<file path="src/rtl/sync_width_fifo.sv">
// Single-clock FIFO with write/read width conversion (ratio 1, 2 or 4).
// Narrow writes are packed LSB-first into wide words; wide words are read back as LSB-first slices.
module sync_width_fifo #(
  parameter int WR_DATA_WIDTH    = 8,
  parameter int RD_DATA_WIDTH    = 16,
  parameter int DEPTH_WIDTH      = 4,
  parameter int ALMOST_FULL_NUM  = 12,
  parameter int ALMOST_EMPTY_NUM = 2,
  localparam int MAX_W = (WR_DATA_WIDTH > RD_DATA_WIDTH) ? WR_DATA_WIDTH : RD_DATA_WIDTH,
  localparam int MIN_W = (WR_DATA_WIDTH > RD_DATA_WIDTH) ? RD_DATA_WIDTH : WR_DATA_WIDTH,
  localparam int N     = MAX_W / MIN_W,
  localparam int LOG_N = (N == 4) ? 2 : ((N == 2) ? 1 : 0),
  localparam int LW    = DEPTH_WIDTH + LOG_N + 1
) (
  input  logic                     clk,
  input  logic                     rst,
  input  logic                     wr_en,
  input  logic [WR_DATA_WIDTH-1:0] wr_data,
  output logic                     wr_full,
  output logic                     almost_full,
  output logic [LW-1:0]            wr_water_level,
  input  logic                     rd_en,
  output logic [RD_DATA_WIDTH-1:0] rd_data,
  output logic                     rd_empty,
  output logic                     almost_empty,
  output logic [LW-1:0]            rd_water_level,
  input  logic                     flush,
  output logic                     overflow,
  output logic                     underflow
);

  localparam bit UPSIZE   = WR_DATA_WIDTH < RD_DATA_WIDTH;
  localparam bit DOWNSIZE = WR_DATA_WIDTH > RD_DATA_WIDTH;
  localparam int WN       = UPSIZE ? N : 1;    // write words per stored word
  localparam int RN       = DOWNSIZE ? N : 1;  // read slices per stored word
  localparam int CW       = (LOG_N > 0) ? LOG_N : 1;
  localparam int DEPTH    = 1 << DEPTH_WIDTH;

  localparam logic [CW-1:0]          WN_LAST = CW'(WN - 1);
  localparam logic [CW-1:0]          RN_LAST = CW'(RN - 1);
  localparam logic [DEPTH_WIDTH:0]   DEPTH_E = (DEPTH_WIDTH + 1)'(DEPTH);
  localparam logic [DEPTH_WIDTH:0]   AF_TH   = (DEPTH_WIDTH + 1)'(ALMOST_FULL_NUM);
  localparam logic [DEPTH_WIDTH:0]   AE_TH   = (DEPTH_WIDTH + 1)'(ALMOST_EMPTY_NUM);

  if (!((N == 1 || N == 2 || N == 4) && (MAX_W % MIN_W == 0))) begin : g_bad_ratio
    $error("sync_width_fifo: width ratio must be 1, 2 or 4");
  end

  logic [MAX_W-1:0]         mem [DEPTH];

  logic [DEPTH_WIDTH-1:0]   wr_ptr_q, wr_ptr_d;
  logic [DEPTH_WIDTH-1:0]   rd_ptr_q, rd_ptr_d;
  logic [DEPTH_WIDTH:0]     count_q, count_d;
  logic [CW-1:0]            pack_cnt_q, pack_cnt_d;
  logic [CW-1:0]            slice_q, slice_d;
  logic [MAX_W-1:0]         pack_buf_q, pack_buf_d;
  logic [RD_DATA_WIDTH-1:0] rd_data_q, rd_data_d;
  logic                     overflow_q, overflow_d;
  logic                     underflow_q, underflow_d;

  logic                     full, empty;
  logic                     wr_acc, rd_acc, commit, pop;
  logic [MAX_W-1:0]         commit_word;
  logic [MAX_W-1:0]         head_word;
  logic [RD_DATA_WIDTH-1:0] head_slice;
  logic [LW-1:0]            scaled_count;

  assign full  = (count_q == DEPTH_E);
  assign empty = (count_q == '0);

  // Flush wins over both ports; full/empty are judged on the pre-edge count only.
  assign wr_acc = wr_en & ~full & ~flush;
  assign rd_acc = rd_en & ~empty & ~flush;
  assign commit = wr_acc & (pack_cnt_q == WN_LAST);
  assign pop    = rd_acc & (slice_q == RN_LAST);

  assign head_word = mem[rd_ptr_q];

  always_comb begin
    commit_word = pack_buf_q;
    for (int i = 0; i < WN; i++) begin
      if (pack_cnt_q == CW'(i)) begin
        commit_word[i*WR_DATA_WIDTH +: WR_DATA_WIDTH] = wr_data;
      end
    end
  end

  always_comb begin
    head_slice = head_word[RD_DATA_WIDTH-1:0];
    for (int i = 0; i < RN; i++) begin
      if (slice_q == CW'(i)) begin
        head_slice = head_word[i*RD_DATA_WIDTH +: RD_DATA_WIDTH];
      end
    end
  end

  always_comb begin
    wr_ptr_d    = wr_ptr_q;
    rd_ptr_d    = rd_ptr_q;
    count_d     = count_q;
    pack_cnt_d  = pack_cnt_q;
    slice_d     = slice_q;
    pack_buf_d  = pack_buf_q;
    rd_data_d   = rd_data_q;
    overflow_d  = overflow_q;
    underflow_d = underflow_q;

    if (wr_acc) begin
      pack_buf_d = commit_word;
      pack_cnt_d = commit ? '0 : pack_cnt_q + CW'(1);
    end
    if (commit) begin
      wr_ptr_d = wr_ptr_q + DEPTH_WIDTH'(1);
    end

    if (rd_acc) begin
      rd_data_d = head_slice;
      slice_d   = pop ? '0 : slice_q + CW'(1);
    end
    if (pop) begin
      rd_ptr_d = rd_ptr_q + DEPTH_WIDTH'(1);
    end

    case ({commit, pop})
      2'b10:   count_d = count_q + (DEPTH_WIDTH + 1)'(1);
      2'b01:   count_d = count_q - (DEPTH_WIDTH + 1)'(1);
      default: count_d = count_q;
    endcase

    // A full-time write is lost even if a read frees a slot in the same cycle.
    if (wr_en && full) begin
      overflow_d = 1'b1;
    end
    if (rd_en && empty) begin
      underflow_d = 1'b1;
    end

    if (flush) begin
      wr_ptr_d    = '0;
      rd_ptr_d    = '0;
      count_d     = '0;
      pack_cnt_d  = '0;
      slice_d     = '0;
      overflow_d  = 1'b0;
      underflow_d = 1'b0;
    end
  end

  always_ff @(posedge clk) begin
    if (rst) begin
      wr_ptr_q    <= '0;
      rd_ptr_q    <= '0;
      count_q     <= '0;
      pack_cnt_q  <= '0;
      slice_q     <= '0;
      pack_buf_q  <= '0;
      rd_data_q   <= '0;
      overflow_q  <= 1'b0;
      underflow_q <= 1'b0;
    end else begin
      wr_ptr_q    <= wr_ptr_d;
      rd_ptr_q    <= rd_ptr_d;
      count_q     <= count_d;
      pack_cnt_q  <= pack_cnt_d;
      slice_q     <= slice_d;
      pack_buf_q  <= pack_buf_d;
      rd_data_q   <= rd_data_d;
      overflow_q  <= overflow_d;
      underflow_q <= underflow_d;
    end
  end

  // Storage has no reset; nothing reaches an output before it is written.
  always_ff @(posedge clk) begin
    if (commit && !rst) begin
      mem[wr_ptr_q] <= commit_word;
    end
  end

  assign scaled_count = LW'(count_q) << LOG_N;

  always_comb begin
    if (UPSIZE) begin
      wr_water_level = scaled_count + LW'(pack_cnt_q);
      rd_water_level = LW'(count_q);
    end else if (DOWNSIZE) begin
      wr_water_level = LW'(count_q);
      rd_water_level = scaled_count - LW'(slice_q);
    end else begin
      wr_water_level = LW'(count_q);
      rd_water_level = LW'(count_q);
    end
  end

  assign wr_full      = full;
  assign rd_empty     = empty;
  assign almost_full  = (count_q >= AF_TH);
  assign almost_empty = (count_q <= AE_TH);
  assign rd_data      = rd_data_q;
  assign overflow     = overflow_q;
  assign underflow    = underflow_q;

endmodule
</file>
<file path="config.mk">
export PLATFORM = sky130hd
export DESIGN_NAME = sync_width_fifo
export DESIGN_NICKNAME = d
export VERILOG_FILES = /design/src/rtl/sync_width_fifo.sv
export SDC_FILE = /design/constraint.sdc
export NUM_CORES = 1
export LEC_CHECK = 0
export ABC_AREA = 1
export BUFFER_PORTS_ARGS = -buffer_cell sky130_fd_sc_hd__buf_2
export CAP_MARGIN = 15
export CORE_MARGIN = 2
export CORE_UTILIZATION = 50
export CTS_BUF_LIST = sky130_fd_sc_hd__clkbuf_8 sky130_fd_sc_hd__clkbuf_16
export CTS_CLUSTER_SIZE = 8
export DETAILED_ROUTE_END_ITERATION = 16
export GPL_TIMING_DRIVEN = 0
export PLACE_DENSITY = 0.67
export SLEW_MARGIN = 20
export SYNTH_ARGS = -nofsm -noshare
export SYNTH_HDL_FRONTEND = slang
export SYNTH_SLANG_ARGS = --single-unit
export TNS_END_PERCENT = 1
</file>
<file path="constraint.sdc">
create_clock -name clk -period 4 [get_ports clk]
set_clock_uncertainty 0.2 [all_clocks]
set_input_delay 0.2 -clock clk [delete_from_list [all_inputs] [get_ports clk]]
set_output_delay 0.2 -clock clk [all_outputs]
set_load 0.05 [all_outputs]
</file>
# Word-level counts from Yosys, hierarchy flattened
# Memories as Yosys holds them, arrays and structs flattened. A register that Yosys moved wholly into a read port is not among the register bits.
# Cells that the tools add are included.
# totals
register_bits,33
ramBits,256
in_bits,13
out_inout_bits,34
elab_cells,45
mem_count,1
# mem_list
memory,depth,word_bits,read_ports,rd_clocked_by_memory_dff,write_ports,line,rtl
mem,16,16,1,1,1,49,logic [MAX_W-1:0] mem [DEPTH];
# op_classes
n_addsub,7
order_cmp,2
eq_ne,3
n_mux,7
bitwise,10
reduce_logical,7
# ops
op,n
$mux W8,2
$pmux W5 S2,1
$add A4 B1 Y4 const B,2
$add A6 B1 Y6,1
$and A1 B1 Y1,6
$add A5 B1 Y5 const B,1
$eq A5 B5 Y1 const B,1
$ge A5 B4 Y1 const B,1
$le A5 B2 Y1 const B,1
$logic_not A5 Y1,1
$sub A5 B1 Y5 const B,1
$mux W1,4
$not A1 Y1,4
$logic_and A1 B1 Y1,3
$add A1 B1 Y1 const B,2
$eq A2 B1 Y1 const B,1
$eq A2 B2 Y1 const B,1
$reduce_bool A2 Y1,1
$reduce_or A2 Y1,1
$logic_not A1 Y1,1

# Longest topological paths before layout
# depth
ltp_word,8
mapped_depth,12

# Worst setup path after synthesis
# No wires, ideal clock.
# synth_path
path_type,register -> output
start,register count_q[1]
end,output almost_empty
arrival_ns,3.090
required_ns,3.600
slack_ns,0.510
path_stages_with_launch,2
n_path_buf,0
path_cell_list,dfxtp_1 > a2111oi_0
# synth_via
elab_chain_cells,1
# synth_rtl
element,line,rtl
start: declaration,53,"logic [DEPTH_WIDTH:0] count_q, count_d;"
start signal: assignment,163,count_q <= count_d;
$le A5 B2 Y1,198,assign almost_empty = (count_q <= AE_TH);
end: declaration,25,"output logic almost_empty,"
# No other way between the ends.

# Worst setup path after layout
# layout_path
start,register pack_cnt_q
end,register count_q[3]
# layout_via
elab_chain_cells,3
word_cells_on_any_way,5
# layout_rtl
element,line,rtl
start: declaration,54,"logic [CW-1:0] pack_cnt_q, pack_cnt_d;"
start signal: assignment,164,pack_cnt_q <= pack_cnt_d;
$and A1 B1 Y1 (*),74,assign commit = wr_acc & (pack_cnt_q == WN_LAST);
$eq A2 B1 Y1 or $eq A2 B2 Y1 (tied branches),124,"case ({commit, pop})"
$pmux W5 S2 or $reduce_bool A2 Y1 (tied branches),-,
# Every way passes the cells marked *; elsewhere a longest branch is shown, timed or not.
# A chain may end at the register's enable or synchronous reset.

==> metrics <==
Post-Synthesis Cells between 1k and 1.5k; Crit. End Element register; switch share 0.206; maximum number of pins on one net before global-route repair 18; Pins Over Slew Limit 0; part of the total power dissipated in the clock network 0.466; worst ir drop on vdd 0.000474 V; Slew headroom 0.373; number of global-route vias before repair 9238; count of buffers from port buffering 45; Final Setup Violations 0; total clock sinks approximately 300; Max Fanout on Critical Path 9; required arrival time at the worst endpoint 4.23 ns; fraction of power consumed by sequential logic 0.500; # rows just under 60; effective utilization at floorplan 0.508; vias per inst 5.33; CTS clk-pin slew, worst paths ~0.05 ns; achievable frequency 0.345 GHz; most frequent cells after synthesis sky130_fd_sc_hd__nand2_1 (438), sky130_fd_sc_hd__edfxtp_1 (256), sky130_fd_sc_hd__nand3_1 (184); antenna violations before repair 0; number of diodes 0; H-tree depth 2; GR Overflow Total 0; crit path cell chain inv_1 > nor2_4 > inv_1 > ha_1 > ha_1 > a21oi_1 > nand2_1 > xor2_1 > o21ai_1 > inv_1; Top FF cell, synth sky130_fd_sc_hd__edfxtp_1; Comb power frac 0.034; clock tree buffer depth 3; Post CTS Setup Buffer Count 0; worst reg2reg setup slack approximately 1.1 ns; Routed Wire Length 36100 µm; number of search-and-repair iterations in the first detailed-routing pass 5; layout overhead on the synthesized area 18.4%; Synthesis Warnings 0; Post-DP HPWL 25300 µm; total via count after detailed routing 9666; cell seen most often among critical-path stages sky130_fd_sc_hd__inv_1; horizontal die dimension 167 µm; IO Pins 47; core area 0.0261 mm²; number of hold violations in the final report 0; net count of the mapped netlist approximately 1.3k; type of the tightest min-delay check in -> reg; violation count after the first detailed-routing iteration 1053; antenna-violating nets left 0; cell area reported after detailed placement 0.0144 mm²; power density relative to cell area about 440 mW/mm²; Tot GR Track Use 0.260; Die Span Y approximately 170 µm; # Max-Cap Violations 0; first-pass GRT wire length 54100 µm; cell accounting for the most synthesized area sky130_fd_sc_hd__edfxtp_1; post-synthesis sequential element count roughly 300; Arrival @ worst endpoint 3.13 ns; launching element type of the critical path register; Worst Path Buf+Inv 3; sequential fraction of the synthesis area 0.654; Synth top area share 0.580; post-layout minimum cycle time 2.90 ns; most frequently used cell type in the post-synthesis netlist sky130_fd_sc_hd__nand2_1; placer congestion estimate 1.02; Remaining DRCs 0; post-route cell area approximately 0.016 mm²; TritonCTS clock tree yes; delay of the slowest cell on the worst path 0.59 ns; slowest stage cell on the critical path sky130_fd_sc_hd__dfxtp_1; setup_tns 0 ns; setup repair after global routing missed its margin false; post-synthesis average cell area roughly 10 µm²; actual transition at the worst max-transition pin 0.939 ns; proportion of layout cells with a drive suffix above 1 0.144; startpoint-to-endpoint class of the critical path reg -> reg; largest cells by area after synthesis sky130_fd_sc_hd__edfxtp_1 (58%), sky130_fd_sc_hd__nand2_1 (12%), sky130_fd_sc_hd__dfxtp_1 (7.4%), sky130_fd_sc_hd__nand3_1 (7.0%), sky130_fd_sc_hd__inv_1 (5.1%); overall die area ~0.028 mm²; buffer cell driving the clock tree root sky130_fd_sc_hd__clkbuf_16; Period Utilization, post-route 0.725; wire per inst 19.9 µm; cell area after synthesis 0.0132 mm²; leak pwr between 6 and 7 nW; Async S/R FF share, synth 0; net load switching power 1.44 mW; Worst-Skew Late Latency 0.53 ns; NumNets Final 1477; P_int 5.54 mW; EDFF count, synth 256; crit-path leading delay family adder cells; CTS Buf Count 44; status completed; count of distinct cell types in the synthesized netlist 32
## power by group through the flow
stage,registers (mW),logic (mW),clock network [mW]
3_5_place_dp,3.55,0.226,0
2_1_floorplan,3.56,0.0929,0
3_3_place_gp,3.55,0.182,0
4_1_cts,3.49,0.235,3.28
6_report,3.49,0.238,3.25
5_1_grt,3.48,0.252,3.40
## stage by stage
stage               hold slack (ns)   util  cells  power [mW]  worst slack, ns
floorplan                     0.145      -   1324        3.65            0.510
global placement              0.234  0.533   1704        3.74            0.475
detailed placement            0.259  0.551   1733        3.77             1.13
CTS                       0.0000649  0.602   1814        7.00             1.12
global route                 0.0389  0.602   1814        7.14            0.865
finish                       0.0141  0.602   1814        6.97             1.10
## cell type report
type	instances	area, µm²
Buffer	71	470
Multi-Input combinational cell	764	3510
Clock buffer	45	1130
Inverter	184	693
Timing Repair Buffer	84	693
Fill cell	2131	10400
Sequential cell	305	8670
Clock inverter	26	103
Tap cell	335	419
## cell usage in the layout (no fill, tap or decap), types with 2 or more instances in the layout
cell | Yosys | layout
sky130_fd_sc_hd__buf_8 | 0 | 12
sky130_fd_sc_hd__ha_1 | 9 | 9
sky130_fd_sc_hd__o21ai_0 | 37 | 22
sky130_fd_sc_hd__dlygate4sd3_1 | 0 | 10
sky130_fd_sc_hd__clkinv_1 | 2 | 2
sky130_fd_sc_hd__inv_1 | 179 | 204
sky130_fd_sc_hd__buf_1 | 5 | 5
sky130_fd_sc_hd__clkbuf_1 | 13 | 13
sky130_fd_sc_hd__dfxtp_1 | 49 | 49
sky130_fd_sc_hd__o21ai_2 | 1 | 15
sky130_fd_sc_hd__nor2_2 | 1 | 17
sky130_fd_sc_hd__buf_2 | 24 | 69
sky130_fd_sc_hd__clkbuf_16 | 0 | 45
sky130_fd_sc_hd__inv_2 | 2 | 2
sky130_fd_sc_hd__nand2_1 | 438 | 438
sky130_fd_sc_hd__xor2_1 | 3 | 3
sky130_fd_sc_hd__a21oi_1 | 30 | 30
sky130_fd_sc_hd__xnor2_1 | 3 | 3
sky130_fd_sc_hd__o21a_1 | 16 | 16
sky130_fd_sc_hd__buf_4 | 14 | 15
sky130_fd_sc_hd__edfxtp_1 | 256 | 256
sky130_fd_sc_hd__nor2_4 | 2 | 2
sky130_fd_sc_hd__nor2_1 | 30 | 14
sky130_fd_sc_hd__nand3_1 | 184 | 184
sky130_fd_sc_hd__nand2_2 | 2 | 2
sky130_fd_sc_hd__o21ai_1 | 2 | 3
sky130_fd_sc_hd__buf_6 | 14 | 30
## state kept, by name, summed over array words and instances (netlist names)
signal / flops
count_q: 5
mem: 256
overflow: 1
pack_buf_q: 16
pack_cnt_q: 1
rd_data: 16
rd_ptr_q: 4
slice_q: 1
underflow: 1
wr_ptr_q: 4
## layer usage
layer	vias to the layer above	part of all wire	track usage
li1	4581	-	-
met1	4610	0.40	0.345
met2	383	0.48	0.436
met3	92	0.076	0.0371
met4	0	0.037	0.102
met5	-	0	0
## worst min-delay path: cells and delay by family
family / cells / cell delay [ns]
simple gates: 1 / 0.07
buf+inv: 1 / 0.10
compound gates: 1 / 0.19
## timing repair
| action | CTS | global route |
|---|---|---|
| hold buffers | 10 | 0 |
| resized for setup | 0 | 0 |
| hold endpoints to repair | 39 | 0 |
## path summary, 6_finish.rpt
check	start	endpoint	cells past startpoint
setup / recovery	pack_cnt_q	count_q[3]	10
hold / removal	wr_data[2]	mem[8][2]	3
setup reg to reg	pack_cnt_q	count_q[3]	10
hold reg to reg	overflow	overflow	2
## cells by family after synthesis
family                   synth area share
AO/OA/AOI/OAI                      0.0365
XOR/XNOR                          0.00397
adder cells (fa/ha/maj)            0.0100
buffers and inverters              0.0878
flip-flops                          0.654
other                            0.000283
AND/OR/NAND/NOR                     0.207
(Power assumes the default switching activity.)
